<file path="src/rtl/arbiter_rr_burst.sv">
// rtl/arbiter_rr_burst.sv - round-robin burst arbiter feeding a registered val/rdy output stage
module arbiter_rr_burst #(
    parameter int nbits      = 32,
    parameter int ninputs    = 3,
    parameter int burst_len  = 4,
    parameter int addr_nbits = $clog2(ninputs)
) (
    input  logic                              clk,
    input  logic                              reset,
    input  logic [ninputs-1:0]                istream_val,
    output logic [ninputs-1:0]                istream_rdy,
    input  logic [ninputs-1:0][nbits-1:0]     istream_msg,
    output logic                              ostream_val,
    input  logic                              ostream_rdy,
    output logic [addr_nbits+nbits-1:0]       ostream_msg,
    output logic [addr_nbits-1:0]             grant_idx,
    output logic                              busy
);
    localparam int CW = $clog2(burst_len + 1);
    localparam logic [0:0] ST_IDLE  = 1'b0;
    localparam logic [0:0] ST_BURST = 1'b1;

    logic [0:0]                  r_state;
    logic [addr_nbits-1:0]       r_rr_ptr;
    logic [addr_nbits-1:0]       r_grant;
    logic [CW-1:0]               r_beat_cnt;
    logic                        r_oval;
    logic [addr_nbits+nbits-1:0] r_omsg;

    logic                        w_found;
    logic [addr_nbits-1:0]       w_pick;
    logic [addr_nbits:0]         w_sum;
    logic                        w_out_free;
    logic                        w_xfer;
    logic                        w_last;

    // Scan from the highest offset down so the lowest offset from rr_ptr wins.
    always_comb begin
        w_found = 1'b0;
        w_pick  = '0;
        w_sum   = '0;
        for (int k = ninputs - 1; k >= 0; k--) begin
            w_sum = {1'b0, r_rr_ptr} + (addr_nbits + 1)'(k);
            if (w_sum >= (addr_nbits + 1)'(ninputs)) begin
                w_sum = w_sum - (addr_nbits + 1)'(ninputs);
            end
            if (istream_val[w_sum[addr_nbits-1:0]]) begin
                w_found = 1'b1;
                w_pick  = w_sum[addr_nbits-1:0];
            end
        end
    end

    assign w_out_free = !r_oval || ostream_rdy;
    assign w_xfer     = (r_state == ST_BURST) && istream_val[r_grant] && w_out_free;
    assign w_last     = (r_beat_cnt == CW'(burst_len - 1));

    always_comb begin
        istream_rdy = '0;
        for (int i = 0; i < ninputs; i++) begin
            istream_rdy[i] = (r_state == ST_BURST) && (r_grant == addr_nbits'(i)) && w_out_free;
        end
    end

    always_ff @(posedge clk or negedge reset) begin
        if (!reset) begin
            r_state    <= ST_IDLE;
            r_rr_ptr   <= '0;
            r_grant    <= '0;
            r_beat_cnt <= '0;
            r_oval     <= 1'b0;
            r_omsg     <= '0;
        end else begin
            // A fresh beat takes priority over draining the output register.
            if (w_xfer) begin
                r_omsg <= {r_grant, istream_msg[r_grant]};
                r_oval <= 1'b1;
            end else if (ostream_rdy) begin
                r_oval <= 1'b0;
            end

            case (r_state)
                ST_IDLE: begin
                    if (w_found) begin
                        r_grant    <= w_pick;
                        r_beat_cnt <= '0;
                        r_state    <= ST_BURST;
                    end
                end
                default: begin
                    if (w_xfer) begin
                        if (w_last) begin
                            r_state    <= ST_IDLE;
                            r_beat_cnt <= '0;
                            r_rr_ptr   <= (r_grant == addr_nbits'(ninputs - 1)) ? '0
                                                                                : r_grant + addr_nbits'(1);
                        end else begin
                            r_beat_cnt <= r_beat_cnt + CW'(1);
                        end
                    end
                end
            endcase
        end
    end

    assign ostream_val = r_oval;
    assign ostream_msg = r_omsg;
    assign grant_idx   = r_grant;
    assign busy        = (r_state == ST_BURST);
endmodule

</file>
<file path="config.mk">
export PLATFORM = sky130hd
export DESIGN_NAME = arbiter_rr_burst
export DESIGN_NICKNAME = d
export VERILOG_FILES = /design/src/rtl/arbiter_rr_burst.sv
export SDC_FILE = /design/constraint.sdc
export NUM_CORES = 1
export LEC_CHECK = 0
export ABC_CLOCK_PERIOD_IN_PS = 4800
export CAP_MARGIN = 20
export CORE_AREA = 2 2 92 94
export CTS_CLUSTER_DIAMETER = 100
export CTS_CLUSTER_SIZE = 16
export DETAILED_ROUTE_END_ITERATION = 6
export DIE_AREA = 0 0 94 96
export MAX_ROUTING_LAYER = met4
export PLACE_DENSITY = 0.8
export SLEW_MARGIN = 20
export SYNTH_ARGS = -nofsm -noshare
export SYNTH_HDL_FRONTEND = slang
export SYNTH_SLANG_ARGS = --single-unit
</file>
<file path="constraint.sdc">
create_clock -name clk -period 4.8 [get_ports clk]
set_input_delay 0.48 -clock clk [delete_from_list [all_inputs] [get_ports clk]]
set_output_delay 0.48 -clock clk [all_outputs]
set_load 0.02 [all_outputs]
</file>
==> flow_results.org <==
** Setup path
- The worst setup path is captured at a flip-flop.
- At the worst endpoint, the required time is 4.99 ns.
- Along the worst path, the maximum fanout reaches 43.
- STA puts the critical path data arrival time at 2.83 ns.
- Element type at the critical path start :: flip-flop
- The setup path with the least slack is of type flip-flop to flip-flop.

** Die
- The initial utilization of the core area, before any placement, comes to 0.321.
- Height of the chip :: 96 um
- Overall die width :: 94 um
- 143 I/O pins were placed.
- The die covers 9020 um2.
- In this run the standard cell core region covers 8050 um2.
- Number of placement rows :: 33

** Power and ir drop
- Post-layout power :: 0.00257 W
- Power per cell area :: 624 nW/um2
- Static Leakage :: 1.67 nW
- Peak supply drop :: 247 uV

** Placement
- RD Place Congestion :: 0.794
- The HPWL after detailed placement is 5.68 mm.
- The count of buffers added on input and output ports is 142.

** Timing
- Actual transition at the worst max-transition pin :: 0.922 ns
- For the final database, setup skew stands at 0.00551 ns.
- Of the available clock period, the critical path in the final layout requires 0.551.
- Setup repair after global routing left no endpoint under its margin.
- Setup violations remaining at the end of the flow were counted as 0.
- Static timing analysis puts the maximum clock frequency at 378 MHz.
- The number of max-slew violations in the final report was 0.
- Rel. slew slack :: 0.385
- In the final timing run, aggregate negative setup slack is 0 ns.
- Final hold analysis gives a worst-case slack of 0.317 ns.
- The worst path in the final design needs a cycle of 2.64 ns, including I/O delays and setup.
- The total count of hold-check failures in the final report came to 0.

** Global routing
- Pin count of the biggest net entering global routing :: 44
- Wire length of the first global-routing pass :: 11.3 mm
- Antenna violations before repair :: 0
- In the global route stage, overall resource usage came out at 0.164.
- The total overflow left after global routing is 0.
- The number of global-route vias before repair is 2462.

** Route
- Length of the first detailed-routing pass in iterations :: 4
- The final layout contains routed wiring with a total length of 7.39 mm.
- In the routed layout, each cell is associated on average with a via count of 4.84.
- Once detail routing completed, the nets flagged for antenna violations numbered 0.
- For this block, the initial DRC count from the detailed router was 24.
- For this run, design rule violations remaining after detail routing come to 0.
- After detailed routing, the average wire length per cell comes to 13.9 um.
- The final route contains 2569 vias.

** Yosys
- After synthesis, the cell types taking the most area are sky130_fd_sc_hd__dfrtp_1, sky130_fd_sc_hd__mux2i_1, sky130_fd_sc_hd__a21oi_1, sky130_fd_sc_hd__nor2_1, sky130_fd_sc_hd__ha_1.
- Leading post-synthesis cells by instance count :: sky130_fd_sc_hd__nor2_1, sky130_fd_sc_hd__a21oi_1, sky130_fd_sc_hd__dfrtp_1
- Counting every net in the synthesized netlist gives 402.
- sky130_fd_sc_hd__dfrtp_1 takes more of the synthesized area than any other cell.
- Synth Register Bits :: 43
- Synthesis produced 295 cells.
- Post-synth top area share :: 0.417
- In this run the cell area of the synthesized design comes to 2580 um2.
- Post-synth EDFFs :: 0
- The most common cell in the synthesized netlist is sky130_fd_sc_hd__nor2_1.
- In the synthesized netlist the dominant register cell turns out to be sky130_fd_sc_hd__dfrtp_1.
- Of all flip-flops after synthesis, the portion carrying an async set or reset was 1.00.
- For this run, the register share of the synthesized area comes to 0.417.
- Mean Syn Cell Area :: 8.75 um2
- The synthesized netlist contains 38 unique library cells.
- Number of warnings reported in the yosys synthesis log :: 0

** Final layout
- After filler insertion, the fill cell instance count of the layout stands at 778.
- The area growth from synthesis to layout is 59.3%.
- Ratio of cells with drive above 1 in the final layout :: 0.0610
- The repair_antennas step left the layout with diodes totalling 0.
- Measured on the finished design, the core utilization comes to 0.511.
- For this run, the post-layout net count is 532.

** Clock tree
- After clock tree synthesis, the flow added hold-fix buffers numbering 0.
- The number of clock buffers added by TritonCTS is 5.
- The H-tree was split into 2 levels.
- Root Buffer Master :: sky130_fd_sc_hd__clkbuf_8
- Clock latency on the worst-skew pair, taken at its later pin, is 0.29 ns.
- After clock tree synthesis, the clock-pin slew on the worst setup and hold paths is 0.08 ns.
- CTS tree :: built
- Clock tree buffer depth :: 2
- Postcts setup bufs :: 0
- Number of sinks on the clock net :: 43
- Resized cells post-CTS :: 0

** Min path
- Classification of the worst-slack hold path :: input port to async pin

** Outcome
- Status :: finished, final reports clean

** Run
- Max Cap Violations :: 0
-- registers in the layout (all words and copies together), names as in the netlist --
name	flops
ostream_val	1
busy	1
r_rr_ptr	2
ostream_msg	34
r_beat_cnt	3
grant_idx	2
-- area by class of cell --
type / count / area [um2] / share of cell area
repair buffers: 145 / 1440 / 0.350
multi-input cells: 222 / 1350 / 0.328
flip-flops and latches: 43 / 1080 / 0.262
well taps: 105 / 131 / 0.0319
clock buffers: 5 / 68.8 / 0.0167
inverters: 8 / 30.0 / 0.00730
clock inverters: 3 / 15.0 / 0.00365
-- worst paths after layout --
kind | start | endpoint | slack, ns | cells after the start
worst max-delay path | grant_idx[1]$_DFFE_PN0P_ | r_beat_cnt[0]$_DFFE_PN0P_ | 2.16 | 6
min in group clk | r_beat_cnt[2]$_DFFE_PN0P_ | r_beat_cnt[2]$_DFFE_PN0P_ | 0.50 | 1
worst min register to register | r_beat_cnt[2]$_DFFE_PN0P_ | r_beat_cnt[2]$_DFFE_PN0P_ | 0.50 | 1
worst min-delay path | reset | ostream_msg[28]$_DFFE_PN0P_ | 0.32 | 1
worst max register to register | grant_idx[1]$_DFFE_PN0P_ | r_beat_cnt[0]$_DFFE_PN0P_ | 2.16 | 6
max in group asynchronous | reset | grant_idx[1]$_DFFE_PN0P_ | 3.81 | 1
-- where the power goes --
group / switching, W / internal (W)
clock: 0.000121 / 0.0000996
sequential: 0.000200 / 0.000548
combinational: 0.000836 / 0.000762
total: 0.00116 / 0.00141
-- worst max-delay path, cell delays in order (launching register included) --
cell and delay (ns):
sky130_fd_sc_hd__dfrtp_4 0.87, sky130_fd_sc_hd__nand2_1 0.13, sky130_fd_sc_hd__o211ai_2 0.11, sky130_fd_sc_hd__and3b_2 0.63, sky130_fd_sc_hd__buf_4 0.45, sky130_fd_sc_hd__mux2i_1 0.23, sky130_fd_sc_hd__o2bb2ai_1 0.09
-- layer usage --
metal / share of wire / track usage / vias to the layer above
met1: 0.39 / 0.185 / 1196
met3: 0.055 / 0.0313 / 14
li1: - / - / 1275
met2: 0.53 / 0.290 / 84
met5: 0 / - / -
met4: 0.025 / 0.0628 / 0
-- cell families after synthesis --
kind of cell	count (synthesis)	synth area share
and+or+nand+nor	90	0.144
DFF	43	0.417
buffers and inverters	30	0.0620
AOI/OAI and AO/OA	86	0.187
adders and majority gates	5	0.0242
muxes	41	0.166
-- placed cells by master, fill, tap and decap left out, drive strengths merged --
cell type,instances
nand2b,2
nor3b,1
o22ai,2
a21oi,66
mux2i,35
mux2,6
a211o,1
ha,5
o221ai,1
a22o,1
dfrtp,43
and3b,1
o211ai,1
o2bb2ai,2
a221oi,1
o2111ai,1
nand3,2
and2,1
a2111oi,1
inv,8
clkdlybuf4s50,141
buf,4
clkinv,3
nor2,71
nor2b,2
nand2,8
o21a,1
clkbuf,5
a21o,3
o31ai,1
nor3,2
o21ai,4
-- through the flow --
step	cells	area, um2	setup WS [ns]
CTS	531	4110	1.87
floorplan	295	2580	2.89
detailed placement	523	4030	1.87
global placement	523	4030	1.97
finish	531	4110	2.16
global route	531	4110	1.97
No activity file was read; power rests on OpenSTA's default activity.
